===== src/rtl/accel_speed_tracker.sv =====
// accel_speed_tracker
//   Decimates a 3-axis accelerometer stream, forms the truncated squared
//   magnitude minus gravity, quantises it into a speed level, tracks the
//   maximum level over a sliding history window, and detects "strikes"
//   (an arming level followed by a release level) with a cooldown.
//
// Ports
//   clk          in   1      rising-edge clock
//   reset        in   1      synchronous, active-high
//   in_valid     in   1      x/y/z valid this cycle
//   x, y, z      in   W      signed axis acceleration
//   mag_sq       out  2W+2   signed truncated |a|^2 - GRAVITY_SQ
//   level        out  5      quantised speed level 1..LEVELS
//   level_valid  out  1      one-cycle pulse marking a new level
//   max_level    out  5      max level over the last WINDOW entries
//   strike       out  1      one-cycle pulse at strike completion
//   strike_speed out  5      peak level of the last strike
//   state        out  2      0 IDLE, 1 TRACK, 2 COOL
module accel_speed_tracker #(
  parameter int     W             = 16,
  parameter int     TRUNC         = 8,
  parameter int     DECIM         = 8,
  parameter longint GRAVITY_SQ    = 260_000_000,
  parameter int     LEVELS        = 11,
  parameter logic [(LEVELS-1)*32-1:0] THRESH = {
    32'd50_000_000, 32'd40_000_000, 32'd30_000_000, 32'd20_000_000,
    32'd10_000_000, 32'd8_000_000,  32'd6_000_000,  32'd4_000_000,
    32'd2_000_000,  32'd1_000_000},
  parameter int     WINDOW        = 8,
  parameter int     ARM_LEVEL     = 6,
  parameter int     RELEASE_LEVEL = 3,
  parameter int     COOLDOWN      = 16
) (
  input  logic                  clk,
  input  logic                  reset,
  input  logic                  in_valid,
  input  logic signed [W-1:0]   x,
  input  logic signed [W-1:0]   y,
  input  logic signed [W-1:0]   z,
  output logic signed [2*W+1:0] mag_sq,
  output logic [4:0]            level,
  output logic                  level_valid,
  output logic [4:0]            max_level,
  output logic                  strike,
  output logic [4:0]            strike_speed,
  output logic [1:0]            state
);

  localparam int MW = 2*W + 2;
  localparam int DW = (DECIM > 1) ? $clog2(DECIM) : 1;
  localparam int PW = $clog2(WINDOW);
  localparam int CW = (COOLDOWN > 0) ? $clog2(COOLDOWN + 1) : 1;
  localparam logic [W-1:0]         TMASK = {W{1'b1}} << TRUNC;
  localparam logic signed [MW-1:0] GSQ   = MW'(GRAVITY_SQ);

  typedef enum logic [1:0] {
    IDLE  = 2'd0,
    TRACK = 2'd1,
    COOL  = 2'd2
  } state_t;

  // ---------------- magnitude and level ----------------
  logic signed [W-1:0]  xt, yt, zt;
  logic signed [MW-1:0] xe, ye, ze;
  logic signed [MW-1:0] mag_calc;
  logic signed [MW-1:0] thr;
  logic [4:0]           lvl_calc;
  logic [DW-1:0]        dcnt;

  assign xt = x & TMASK;
  assign yt = y & TMASK;
  assign zt = z & TMASK;
  assign xe = MW'(xt);
  assign ye = MW'(yt);
  assign ze = MW'(zt);
  assign mag_calc = xe * xe + ye * ye + ze * ze - GSQ;

  // Scan from the top level down so the smallest qualifying level wins;
  // negative magnitudes fall below every threshold and land on level 1.
  always_comb begin
    lvl_calc = 5'(LEVELS);
    thr      = '0;
    for (int unsigned k = LEVELS - 1; k >= 1; k--) begin
      thr = MW'(THRESH[(k-1)*32 +: 32]);
      if (mag_calc <= thr) lvl_calc = 5'(k);
    end
  end

  always_ff @(posedge clk) begin
    if (reset) begin
      dcnt        <= '0;
      mag_sq      <= '0;
      level       <= 5'd1;
      level_valid <= 1'b0;
    end else begin
      level_valid <= 1'b0;
      if (in_valid) begin
        if (dcnt == DW'(DECIM - 1)) begin
          dcnt        <= '0;
          mag_sq      <= mag_calc;
          level       <= lvl_calc;
          level_valid <= 1'b1;
        end else begin
          dcnt <= dcnt + 1'b1;
        end
      end
    end
  end

  // ---------------- level history ----------------
  logic [4:0]    hist [WINDOW];
  logic [PW-1:0] wptr;
  logic [4:0]    max_calc;

  // The slot at wptr is about to be overwritten by the new level, so it is
  // replaced by the new level rather than read.
  always_comb begin
    max_calc = level;
    for (int unsigned i = 0; i < WINDOW; i++) begin
      if (PW'(i) != wptr && hist[PW'(i)] > max_calc) max_calc = hist[PW'(i)];
    end
  end

  always_ff @(posedge clk) begin
    if (reset) begin
      for (int unsigned i = 0; i < WINDOW; i++) hist[PW'(i)] <= '0;
      wptr      <= '0;
      max_level <= '0;
    end else if (level_valid) begin
      hist[wptr] <= level;
      wptr       <= (wptr == PW'(WINDOW - 1)) ? '0 : wptr + 1'b1;
      max_level  <= max_calc;
    end
  end

  // ---------------- strike FSM ----------------
  state_t        st, nxt_st;
  logic [4:0]    peak, nxt_peak;
  logic [CW-1:0] cool_cnt, nxt_cool;
  logic          nxt_strike;
  logic [4:0]    nxt_speed;

  always_ff @(posedge clk) begin
    if (reset) begin
      st           <= IDLE;
      peak         <= '0;
      cool_cnt     <= '0;
      strike       <= 1'b0;
      strike_speed <= '0;
    end else begin
      st           <= nxt_st;
      peak         <= nxt_peak;
      cool_cnt     <= nxt_cool;
      strike       <= nxt_strike;
      strike_speed <= nxt_speed;
    end
  end

  always_comb begin
    nxt_st     = st;
    nxt_peak   = peak;
    nxt_cool   = cool_cnt;
    nxt_strike = 1'b0;
    nxt_speed  = strike_speed;
    if (level_valid) begin
      case (st)
        IDLE: begin
          if (level >= 5'(ARM_LEVEL)) begin
            nxt_st   = TRACK;
            nxt_peak = level;
          end
        end
        TRACK: begin
          if (level <= 5'(RELEASE_LEVEL)) begin
            nxt_strike = 1'b1;
            nxt_speed  = peak;
            nxt_cool   = CW'(COOLDOWN);
            nxt_st     = (COOLDOWN == 0) ? IDLE : COOL;
          end else if (level > peak) begin
            nxt_peak = level;
          end
        end
        COOL: begin
          if (cool_cnt <= CW'(1)) begin
            nxt_cool = '0;
            nxt_st   = IDLE;
          end else begin
            nxt_cool = cool_cnt - 1'b1;
          end
        end
        default: nxt_st = IDLE;
      endcase
    end
  end

  assign state = st;

endmodule


===== config.mk =====
export PLATFORM = sky130hd
export DESIGN_NAME = accel_speed_tracker
export DESIGN_NICKNAME = d
export VERILOG_FILES = /design/src/rtl/accel_speed_tracker.sv
export SDC_FILE = /design/constraint.sdc
export NUM_CORES = 1
export LEC_CHECK = 0
export BUFFER_PORTS_ARGS = -buffer_cell sky130_fd_sc_hd__buf_2
export CAP_MARGIN = 20
export CORE_MARGIN = 8
export CORE_UTILIZATION = 50
export DETAILED_ROUTE_END_ITERATION = 16
export GPL_ROUTABILITY_DRIVEN = 0
export MAX_ROUTING_LAYER = met4
export PLACE_DENSITY = 0.65
export SETUP_SLACK_MARGIN = 0.2
export SLEW_MARGIN = 20
export SYNTH_ARGS = -nofsm -noshare
export SYNTH_HDL_FRONTEND = slang
export SYNTH_SLANG_ARGS = --single-unit

===== constraint.sdc =====
create_clock -name clk -period 13.9 [get_ports clk]
set_input_delay 0.695 -clock clk [delete_from_list [all_inputs] [get_ports clk]]
set_output_delay 0.695 -clock clk [all_outputs]
set_load 0.05 [all_outputs]

==> results by group <==
Logic synthesis
  – Syn_area_per_cell: 9.08 sq um
  – Synth async-reset ratio: 0
  – Synth warn: 0
  – Area leader, netlist: fa_1
  – Mux cell area share after synthesis: 0.0213
  – Synth cell types: 79
  – Synth Flop Type: dfxtp_1
  – #FFs+latches synth: 82
  – Most common library cells after synthesis: 223 x inv_1, 155 x fa_1, 136 x ha_1, 96 x nand2_1, 89 x a21oi_1
  – Synth Area in XOR/XNOR: 0.0563
  – EDFF count, synth: 32
  – Simple-Gate Fraction of Synth Area: 0.147
  – Seq/Total Area, Yosys: 0.162
  – Synth Area in Compound Gates: 0.124
  – Adder-Cell Fraction of Synth Area: 0.397
  – Largest family of logic cells by synthesized area: adder cells
  – Netlist Area Pre-Place: 12100 sq um
  – Cells after synthesis: 1337
  – Most frequent cell after synthesis: inv_1
  – Synth top area share: 0.256
  – Synth area leaders: fa_1 26%, ha_1 14%, dfxtp_1 8.2%, edfxtp_1 7.9%, inv_1 6.9%

CTS
  – TritonCTS Buffers: 9
  – H-tree depth: 3
  – Setup repair bufs after CTS: 0
  – Clock Sinks: 82
  – CTS tree: yes
  – Clk_lat worst skew: 0.34 ns
  – Clock transition at path regs: 0.07 ns
  – Clock Tree Root: clkbuf_16
  – Clk buf depth: 2
  – Hold_buf cts: 0
  – Cts repair resizes: 0

Cells and area
  – Area growth, synth to finish: 6.93%
  – Antenna Cells: 0
  – Fillers: 2272
  – Layout Nets: 1719
  – Share of cells above drive strength 1: 0.0839

Critical path
  – Crit path DAT: 12.64 ns
  – Most common cell on crit path: ha_1
  – Maximum fanout along the worst path: 10
  – Critical path capture point type: flop
  – Max incr delay on CP: 0.55 ns
  – Critical path data required time: 14.16 ns
  – Setup Crit Path Kind: flop to flop
  – Crit start category: flop
  – Crit-path slowest cell: dfxtp_1

Route
  – DRC: 0
  – Post-Route WL: 24300 um
  – Starting DRC count in detailed routing: 367
  – First-pass DRT Iterations: 5
  – ANT nets after route: 0
  – Via-per-instance ratio: 5.15
  – Via Count: 8783
  – WL/cell: 14.3 um

Die
  – Die footprint: 29500 sq um
  – Die W: 172 um
  – Rows: 57
  – Die Y: 172 um
  – Starting Density: 0.504
  – Core area: 24100 sq um
  – Io pins: 104

Global routing
  – Global route overflow: 0
  – Largest net degree at the start of global routing: 62
  – Initial antenna violation count: 0
  – Global-route wire length before repair: 41800 um
  – Total GRT Usage: 0.179
  – Vias in the first global route: 8982

STA
  – Fin. Hold Viols: 0
  – Final min period: 12.38 ns
  – Total negative slack: 0 ns
  – # setup viols final: 0
  – Fin Hold WS: 0.450 ns
  – Worst Tran Pin Value: 0.818 ns
  – Fin worst setup slack: 1.52 ns
  – Slew Limit Headroom: 0.453
  – Max Fclk: 80.8 MHz
  – Clock skew: 0.0103 ns
  – RSZ-0062 raised after global routing: false
  – Slew Limit Fails: 0
  – Fin crit share: 0.891

Job
  – Max-cap violations: 0

Place
  – IO buf count: 66
  – Post-DP HPWL: 20900 um
  – Pre-CTS setup slack: 1.66 ns

Run status
  – Status: finished clean

Min path
  – Min-delay worst type: flop to flop
sequential cells by signal, indices dropped and copies added, names as in the netlist:
name,flops
wptr,3
dcnt,3
cool_cnt,5
peak,4
strike,1
max_level,4
level_valid,1
strike_speed,4
level,4
mag_sq,19
state,2
hist,32
worst max-delay path: cells and delay by family (launching register included):
family	cells	cell delay, ns
adder cells (fa/ha/maj)	8	2.50
buffers and inverters	4	0.40
AND/OR/NAND/NOR	16	3.03
AO/OA/AOI/OAI	18	3.89
multiplexers	6	1.91
flip-flops	1	0.55
per-stage QoR:
step | instance area [sq um] | util | instances
after floorplan | 12200 | - | 1349
after global placement | 12700 | 0.526 | 1690
after detailed placement | 12700 | 0.526 | 1690
after CTS | 13000 | 0.539 | 1706
after global routing | 13000 | 0.539 | 1706
final | 13000 | 0.539 | 1706
layout make-up:
type                       instances  area [sq um]  area share
timing repair buffer              69           353      0.0272
clock inverter                     6          70.1     0.00540
tap                              324           405      0.0312
clock buffer                      10           239      0.0184
multi-input combinational        988          9100       0.701
inverter                         227           852      0.0656
sequential                        82          1960       0.151
metal layers:
metal | vias up | GRT usage | share of wire
met5 | - | - | 0
met4 | 0 | 0.0439 | 0.012
met3 | 19 | 0.0151 | 0.026
met2 | 106 | 0.331 | 0.53
met1 | 4208 | 0.206 | 0.43
li1 | 4450 | - | -
cell usage in the layout (no fill, tap or decap), drive strengths merged, types with 4 or more instances in the layout:
master,instances
and3,9
o21bai,37
and2,57
fa,155
ha,136
or3,8
mux2,7
nor3,35
a31oi,4
nor2,76
xnor2,66
dfxtp,50
o22ai,5
or2,5
a21oi,89
xor2,12
nand4,6
clkbuf,10
nor4,6
nand2,97
mux2i,16
o21ai,21
o211ai,5
inv,229
buf,69
a21o,14
a211oi,14
nand2b,13
nor2b,26
nand3,7
edfxtp,32
conb,13
logic make-up (layout without fill, tap and decap cells):
kind of cell / count (synthesis) / count (layout)
other cells: 1 / 13
compound gates: 224 / 224
xor+xnor: 78 / 78
flops: 82 / 82
simple gates: 357 / 357
buf+inv: 279 / 312
mux: 23 / 23
fa+ha+maj: 293 / 293
final timing paths:
kind | startpoint | end | slack (ns) | depth (start not counted)
setup / recovery | level[2] | max_level[1] | 1.52 | 52
hold / removal | mag_sq[28] | mag_sq[28] | 0.45 | 2
setup reg to reg | level[2] | max_level[1] | 1.52 | 52
hold reg to reg | mag_sq[28] | mag_sq[28] | 0.45 | 2
Power is left out: the tool's default activity adds up to more than one toggle a clock period on the data nets, which glitch-free logic cannot reach.
